==> src/rtl/adc_result_fifo.sv <==
// adc_result_fifo: captures finished ADC results into a small first-word-fall-through
// FIFO and exposes them on a valid/ready read port. It also reports the fill level, a
// sticky overflow flag, a saturating drop counter and a level-threshold interrupt.
//
// Read handshake: rd_valid_out is high whenever the FIFO holds at least one entry, and
// rd_data_out then shows the oldest entry. An entry is consumed only in a cycle where
// rd_valid_out and rd_ready_in are both high. While rd_valid_out is high and rd_ready_in
// is low, rd_valid_out and rd_data_out stay unchanged. rd_ready_in has no effect while
// rd_valid_out is low.
module adc_result_fifo #(
    parameter int DATA_WIDTH = 16,
    parameter int DEPTH      = 8,
    parameter int ADDR_WIDTH = 3
) (
    input  logic                  clk_dig_in,
    input  logic                  rst_n,
    input  logic [DATA_WIDTH-1:0] result_in,
    input  logic                  conv_finished_in,
    input  logic                  clear_in,
    input  logic                  rd_ready_in,
    output logic                  rd_valid_out,
    output logic [DATA_WIDTH-1:0] rd_data_out,
    output logic [ADDR_WIDTH:0]   level_out,
    output logic                  overflow_out,
    output logic [7:0]            drop_count_out,
    input  logic [ADDR_WIDTH:0]   irq_threshold_in,
    output logic                  irq_out
);

    localparam int LW = ADDR_WIDTH + 1;
    localparam logic [ADDR_WIDTH:0] FULL_LEVEL = LW'(DEPTH);

    logic [DATA_WIDTH-1:0] storage_q [DEPTH];
    logic [DATA_WIDTH-1:0] storage_d [DEPTH];
    logic [ADDR_WIDTH-1:0] wr_ptr_q, wr_ptr_d;
    logic [ADDR_WIDTH-1:0] rd_ptr_q, rd_ptr_d;
    logic [ADDR_WIDTH:0]   level_q, level_d;
    logic                  overflow_q, overflow_d;
    logic [7:0]            drop_cnt_q, drop_cnt_d;
    logic                  fin_q, fin_d;
    logic                  armed_q, armed_d;
    logic                  irq_q, irq_d;

    logic push_req;
    logic push_acc;
    logic pop;
    logic full;
    logic valid;

    // Next-state logic: clear beats normal traffic; push/pop update pointers and level.
    always_comb begin
        // armed_q blocks a level that was already high when reset released from being
        // mistaken for a new conversion; it arms once conv_finished_in is seen low.
        push_req = conv_finished_in & ~fin_q & armed_q;
        valid    = (level_q != '0);
        pop      = valid & rd_ready_in;
        full     = (level_q == FULL_LEVEL);
        push_acc = push_req & (~full | pop);

        storage_d  = storage_q;
        wr_ptr_d   = wr_ptr_q;
        rd_ptr_d   = rd_ptr_q;
        level_d    = level_q;
        overflow_d = overflow_q;
        drop_cnt_d = drop_cnt_q;
        fin_d      = conv_finished_in;
        armed_d    = armed_q | ~conv_finished_in;

        if (clear_in) begin
            for (int i = 0; i < DEPTH; i++) begin
                storage_d[i] = '0;
            end
            wr_ptr_d   = '0;
            rd_ptr_d   = '0;
            level_d    = '0;
            overflow_d = 1'b0;
            drop_cnt_d = '0;
        end else begin
            // When full with a simultaneous pop, wr_ptr equals rd_ptr, so the slot the
            // consumer is taking this cycle is the one being refilled.
            if (push_acc) begin
                storage_d[wr_ptr_q] = result_in;
                wr_ptr_d            = wr_ptr_q + ADDR_WIDTH'(1);
            end
            if (pop) begin
                rd_ptr_d = rd_ptr_q + ADDR_WIDTH'(1);
            end
            case ({push_acc, pop})
                2'b10:   level_d = level_q + LW'(1);
                2'b01:   level_d = level_q - LW'(1);
                default: level_d = level_q;
            endcase
            if (push_req && !push_acc) begin
                overflow_d = 1'b1;
                if (drop_cnt_q != 8'hFF) begin
                    drop_cnt_d = drop_cnt_q + 8'd1;
                end
            end
        end

        irq_d = (irq_threshold_in != '0) && (level_d >= irq_threshold_in);
    end

    // State registers with synchronous active-low reset.
    always_ff @(posedge clk_dig_in) begin
        if (!rst_n) begin
            for (int i = 0; i < DEPTH; i++) begin
                storage_q[i] <= '0;
            end
            wr_ptr_q   <= '0;
            rd_ptr_q   <= '0;
            level_q    <= '0;
            overflow_q <= 1'b0;
            drop_cnt_q <= '0;
            fin_q      <= 1'b0;
            armed_q    <= 1'b0;
            irq_q      <= 1'b0;
        end else begin
            for (int i = 0; i < DEPTH; i++) begin
                storage_q[i] <= storage_d[i];
            end
            wr_ptr_q   <= wr_ptr_d;
            rd_ptr_q   <= rd_ptr_d;
            level_q    <= level_d;
            overflow_q <= overflow_d;
            drop_cnt_q <= drop_cnt_d;
            fin_q      <= fin_d;
            armed_q    <= armed_d;
            irq_q      <= irq_d;
        end
    end

    assign rd_valid_out   = (level_q != '0);
    assign rd_data_out    = storage_q[rd_ptr_q];
    assign level_out      = level_q;
    assign overflow_out   = overflow_q;
    assign drop_count_out = drop_cnt_q;
    assign irq_out        = irq_q;

endmodule

==> config.mk <==
export PLATFORM = sky130hd
export DESIGN_NAME = adc_result_fifo
export DESIGN_NICKNAME = d
export VERILOG_FILES = /design/src/rtl/adc_result_fifo.sv
export SDC_FILE = /design/constraint.sdc
export NUM_CORES = 1
export LEC_CHECK = 0
export ABC_AREA = 1
export BUFFER_PORTS_ARGS = -buffer_cell sky130_fd_sc_hd__buf_2
export CAP_MARGIN = 5
export CORE_MARGIN = 4
export CORE_UTILIZATION = 35
export DETAILED_ROUTE_END_ITERATION = 8
export GPL_TIMING_DRIVEN = 1
export PLACE_DENSITY_LB_ADDON = 0.08
export SETUP_SLACK_MARGIN = 0.3
export SLEW_MARGIN = 20
export SYNTH_ARGS = -nofsm -noshare
export SYNTH_HDL_FRONTEND = slang
export SYNTH_SLANG_ARGS = --single-unit
==> constraint.sdc <==
create_clock -name clk_dig_in -period 6.7 [get_ports clk_dig_in]
set_input_delay 0 -clock clk_dig_in [delete_from_list [all_inputs] [get_ports clk_dig_in]]
set_output_delay 0 -clock clk_dig_in [all_outputs]
set_load 0.05 [all_outputs]
==> impl_metrics.yaml, run 1 <==
run_status:
  outcome: "complete, no violations"
cts:
  cts_tree: "done"
  cts.clk_slew.worst_paths_ns: 0.06
  cts.sinks: 150
  clockBufferDepth: 2
  insertion_delay_ns: 0.43
  cts_buffers: 17
  root_buffer: "clkbuf_16"
  htree_levels: 4
synthesis:
  netlist_instances: 1019
  synth.avg_cell_area_um2: 8.16
  synth_flop_cell: "dfxtp_1"
  yosysWarnings: 0
  synthesis.area_mm2: 0.00831
  synth_seq_cells: 150
  seq_area_frac_synth_pct: 36.1
  synth_nets: 1054
  async_flop_share_pct: 0
  ys_types: 40
  synth-edff-count: 0
pwr:
  p_comb_share_pct: 10.7
  p_sw_uw: 569
  power_frac_seq_pct: 41.7
  vdd_drop_max_mv: 0.126
  p_sw_share_pct: 26.3
  p_per_area_mw_per_mm2: 238
  p_clk_share_pct: 47.6
  p_leak_uw: 0.00297
  p_int_uw: 1600
  p_total_uw: 2160
critical_path:
  crit_fanout: 6
  reg2regPathDepth: 20
  cp.required_ns: 7.03
  critPathKind: "reg2reg"
  crit_path_max_incr_delay_ns: 0.59
  rrSetupSlack_ns: 3.54
  cp_slowest_cell: "dlygate4sd3_1"
  path_cells: "nor2_2 -> nand3_1 -> nand2_1 -> inv_1 -> ha_1 -> nand2_1 -> inv_1 -> nor2_1 -> ha_1 -> a21oi_1 -> a21oi_1 -> o21ai_0 -> nand3_1 -> inv_1 -> ha_1 -> nand4_1 -> nand3_1 -> o311ai_0 -> dlygate4sd3_1 -> inv_1"
  crit_path_frequent_cell: "inv_1"
  start_kind: "register"
  end_kind: "register"
  critPathArrivalTime_ns: 3.49
worst_hold_path:
  hold_depth: 4
  min_path_type: "in2reg"
job:
  cap_violations: 0
sta:
  clock.fmax_ghz: 0.316
  setup_violations: 0
  fin_crit_sh_pct: 47.2
  maxSlewHeadroom_pct: 29.7
  rsz0062_at_grt: "no"
  max_slew.worst_pin.slew_ns: 1.05
  worst_slack_ns: 3.54
  period_minus_slack_ns: 3.16
  hold_viol: 0
  drv_slew: 0
  fin_worst_skew_ns: 0.0116
  finalSetupTns_ns: 0
global_routing:
  grt_pass1_wl_mm: 39.6
  grtUsageTotal_pct: 19.2
  grt_pass1_vias: 6699
  grt_max_degree: 70
  antenna_found_initial: 0
  globalRouteOverflowTotal: 0
placement:
  port_buffers: 55
  postPlaceCellArea_mm2: 0.00825
  dpl_worst_slack_ns: 4.07
  gp_congestion: 0.767
  dpl.hpwl_mm: 14.3
route:
  drc_errors: 0
  ant_nets: 0
  routed-via-count: 6933
  via_per_inst: 5.07
  drtPass1Iterations: 5
  wl_per_cell_um: 18.2
  drt_iter0_drc: 625
  wl_mm: 24.9
cells_and_area:
  area_growth_pct: 9.38
  drive_gt1_share_pct: 28.7
  num_antenna_cells: 0
  num-fill-cells: 2474
  fin_util_pct: 38.8
  mostFrequentLayoutCells: "dfxtp_1 (149), nor2_1 (146), nand3_1 (119), nand2_1 (92), a21oi_2 (90)"
  layout_commonest_cell: "dfxtp_1"
  fin_nets: 1071
  design_area_mm2: 0.00909
floorplanning:
  core_area_mm2: 0.0234
  die_area_mm2: 0.0263
  die_h_um: 162
  die_w_um: 162
  num_rows: 56
  start_util_pct: 35.5
  io_pins: 56
metal layers:
metal	global-route usage (%)	share of wire [%]	up-vias
li1	-	-	3445
met1	27.6	50	3316
met2	30.4	45	150
met3	2.64	3.6	22
met4	5.23	1.2	0
met5	0	0	-
power groups by stage:
stage	combinational [uW]	clock, uW	sequential (uW)
after CTS	233	1050	903
after global routing	251	1090	904
after global placement	224	0	923
after floorplan	174	0	930
after detailed placement	221	0	923
final	231	1030	903
synth_stat cells (all sizes together) (2+ instances only):
master	n	area, um2
buf	47	440
bufbuf	4	75.1
clkdlybuf4s25	4	40.0
nor3	3	15.0
clkbuf	32	241
nor2	156	726
inv	34	138
dfxtp	150	3000
nand4	2	12.5
nand3	140	806
o21ai	91	455
xor2	3	26.3
a21oi	146	1070
ha	10	125
a31oi	16	100
nand2	175	991
critical path, delay by kind of cell, from the launching register on:
| family | cells | cell delay, ns |
|---|---|---|
| compound gates | 4 | 0.35 |
| buf+inv | 5 | 0.82 |
| flops | 1 | 0.36 |
| fa+ha+maj | 3 | 0.69 |
| simple gates | 8 | 0.85 |
per-stage QoR:
| step | hold WS [ns] | cells |
|---|---|---|
| final | 0.326 | 1367 |
| after global routing | 0.354 | 1367 |
| after CTS | 0.307 | 1367 |
| after detailed placement | 0.215 | 1313 |
| after global placement | 0.213 | 1313 |
| after floorplan | 0.0785 | 1019 |
cell type report:
cell class                 instances  area [um2]  share of cell area, %
clock buffer                      22         464                   5.11
clock inverter                     9         150                   1.65
inverter                          34         144                   1.58
multi-input combinational        747        4360                   48.0
sequential                       150        3000                   33.0
tap                              319         399                   4.39
timing repair buffer              86         566                   6.22
flip-flops by register name, summed over array words and instances (netlist names):
register / count
overflow_out: 1
storage_q: 128
armed_q: 1
rd_ptr_q: 3
level_out: 4
irq_out: 1
fin_q: 1
drop_count_out: 8
wr_ptr_q: 3
repair_timing:
| item | CTS | global route |
|---|---|---|
| gates resized for setup | 0 | 0 |
| hold buffers | 23 | 0 |
| hold endpoints to repair | 137 | 0 |
| setup buffers | 0 | 0 |
kinds of logic (layout without fill, tap and decap cells):
kind of cell / Yosys count / after routing / synth area share [%]
adder cells (fa/ha/maj): 10 / 10 / 1.51
flip-flops: 150 / 150 / 36.1
buffers and inverters: 122 / 151 / 11.4
AND/OR/NAND/NOR: 478 / 478 / 30.8
XOR/XNOR: 4 / 4 / 0.422
AO/OA/AOI/OAI: 255 / 255 / 19.7
final timing paths:
path                          from             to
setup / recovery      level_out[1]        irq_out
hold / removal    conv_finished_in          fin_q
setup reg to reg      level_out[1]        irq_out
hold reg to reg      storage_q[97]  storage_q[97]
(Power assumes the default switching activity.)
==> run 2, diff against run 1 <==
==> constraint.sdc (replaced) <==
create_clock -name clk_dig_in -period 2.8 [get_ports clk_dig_in]
set_input_delay 0 -clock clk_dig_in [delete_from_list [all_inputs] [get_ports clk_dig_in]]
set_output_delay 0 -clock clk_dig_in [all_outputs]
set_load 0.05 [all_outputs]
==> impl_metrics.yaml, run 2 (synthesis gave the netlist of run 1 again) <==
sta:
  maxSlewHeadroom_pct: 51.0
  period_minus_slack_ns: 2.38
  setup_violations: 0
  finalSetupTns_ns: 0
  clock.fmax_ghz: 0.420
  rsz0062_at_grt: "yes"
  fin_worst_skew_ns: 0.0137
  fin_crit_sh_pct: 85.0
  worst_slack_ns: 0.420
  holdWs_ns: 0.209
  drv_slew: 0
  hold_viol: 0
  max_slew.worst_pin.slew_ns: 0.734
cts:
  clockBufferDepth: 2
  insertion_delay_ns: 0.43
  cts_buffers: 17
  root_buffer: "clkbuf_16"
  cts.sinks: 150
  cts_tree: "done"
  cts.clk_slew.worst_paths_ns: 0.06
  htree_levels: 4
critical_path:
  crit_path_frequent_cell: "nand2_1"
  cp.required_ns: 3.11
  critPathArrivalTime_ns: 2.69
  crit_path_max_incr_delay_ns: 0.37
  cp-startpoint: "level_out[0]"
  cp_slowest_cell: "dfxtp_4"
  critPathKind: "reg2reg"
  timing.rr.start: "level_out[0]"
  start_kind: "register"
  path_cells: "nor2_4 -> nand3_4 -> nand2_4 -> inv_4 -> ha_4 -> nand2_1 -> inv_1 -> o21ai_0 -> nand2_1 -> nand2_1 -> nand3_1 -> nand2_1 -> inv_1 -> ha_1 -> a21oi_2 -> nand3_1 -> o311ai_1 -> inv_1"
  end_kind: "register"
  crit_fanout: 6
cells_and_area:
  largest-register: "storage_q"
  num-fill-cells: 2509
  layout_commonest_cell: "dfxtp_1"
  area_growth_pct: 12.9
  mostFrequentLayoutCells: "dfxtp_1 (145), nor2_1 (144), nand3_1 (118), nand2_1 (91), a21oi_2 (91)"
  num_antenna_cells: 0
  largest_reg_flops: 128
  design_area_mm2: 0.00939
  drive_gt1_share_pct: 31.4
  fin_nets: 1090
route:
  drtPass1Iterations: 5
  routed-via-count: 6932
  wl_per_cell_um: 17.6
  wl_mm: 24.5
  drt_iter0_drc: 419
  wl_met1_mm: 12.2
  drc_errors: 0
  ant_nets: 0
  via_per_inst: 5.00
  top_layer_used: "met4"
  wl_met3_um: 595
  wl_met2_mm: 11.5
placement:
  dpl.hpwl_mm: 14.3
  postPlaceCellArea_mm2: 0.00844
  dpl_worst_slack_ns: 0.348
  gp_congestion: 0.791
  port_buffers: 55
global_routing:
  grt_pass1_vias: 6800
  grt_max_degree: 66
  grt_pass1_wl_mm: 39.2
  antenna_found_initial: 0
  globalRouteOverflowTotal: 0
  grtUsageTotal_pct: 19.0
worst_hold_path:
  min_path_type: "in2reg"
  hp-start: "irq_threshold_in[2]"
floorplanning:
  io_pins: 56
  die_h_um: 162
  core_area_mm2: 0.0234
  start_util_pct: 35.5
  die_area_mm2: 0.0263
  die_w_um: 162
  num_rows: 56
run_status:
  outcome: "complete, no violations"
pwr:
  vdd_drop_max_mv: 0.317
  p_per_area_mw_per_mm2: 546
  p_leak_uw: 0.00309
job:
  cap_violations: 0
-- run 2: layer usage --
layer	GRT usage, %	vias to the layer above
li1	-	3481
met1	26.0	3346
met2	31.5	90
met3	3.22	15
met4	4.15	0
met5	0	-
-- run 2: timing repair --
item	in CTS	in global routing
setup endpoints to repair	0	2
buffers inserted	0	7
hold endpoints to repair	138	0
hold buffers	25	0
gates resized for setup	0	13
-- run 2: worst max-delay path, delay by kind of cell (launching register included) --
kind	cells	cell delay [ns]
AOI/OAI and AO/OA	3	0.46
adders and majority gates	2	0.47
buffers and inverters	4	0.23
DFF	1	0.37
and+or+nand+nor	9	0.75
-- run 2: worst paths after layout --
kind	depth (start not counted)	endpoint	slack (ns)
max reg2reg	18	irq_out	0.42
min	7	irq_out	0.21
min reg2reg	2	storage_q[34]	0.46
max	18	irq_out	0.42
-- run 2: cell type report --
class | count | area, um2 | share of cell area (%)
clock inverters | 11 | 124 | 1.32
repair buffers | 105 | 776 | 8.27
inverters | 34 | 146 | 1.56
flip-flops and latches | 150 | 3020 | 32.2
multi-input cells | 747 | 4450 | 47.4
clock buffers | 21 | 470 | 5.01
well taps | 319 | 399 | 4.25
-- run 2: stage by stage --
stage               total power (uW)  cells  util, %
floorplan                       2650   1019        -
finish                          5130   1387     40.1
CTS                             5160   1380     39.7
global route                    5320   1387     40.1
global placement                2770   1323     36.0
detailed placement              2760   1323     36.0
-- run 2: where the power goes --
group	switching, uW	leakage, uW	internal, uW
Sequential	14.6	0.00121	2150
Combinational	430	0.00159	178
Clock	971	0.000285	1390
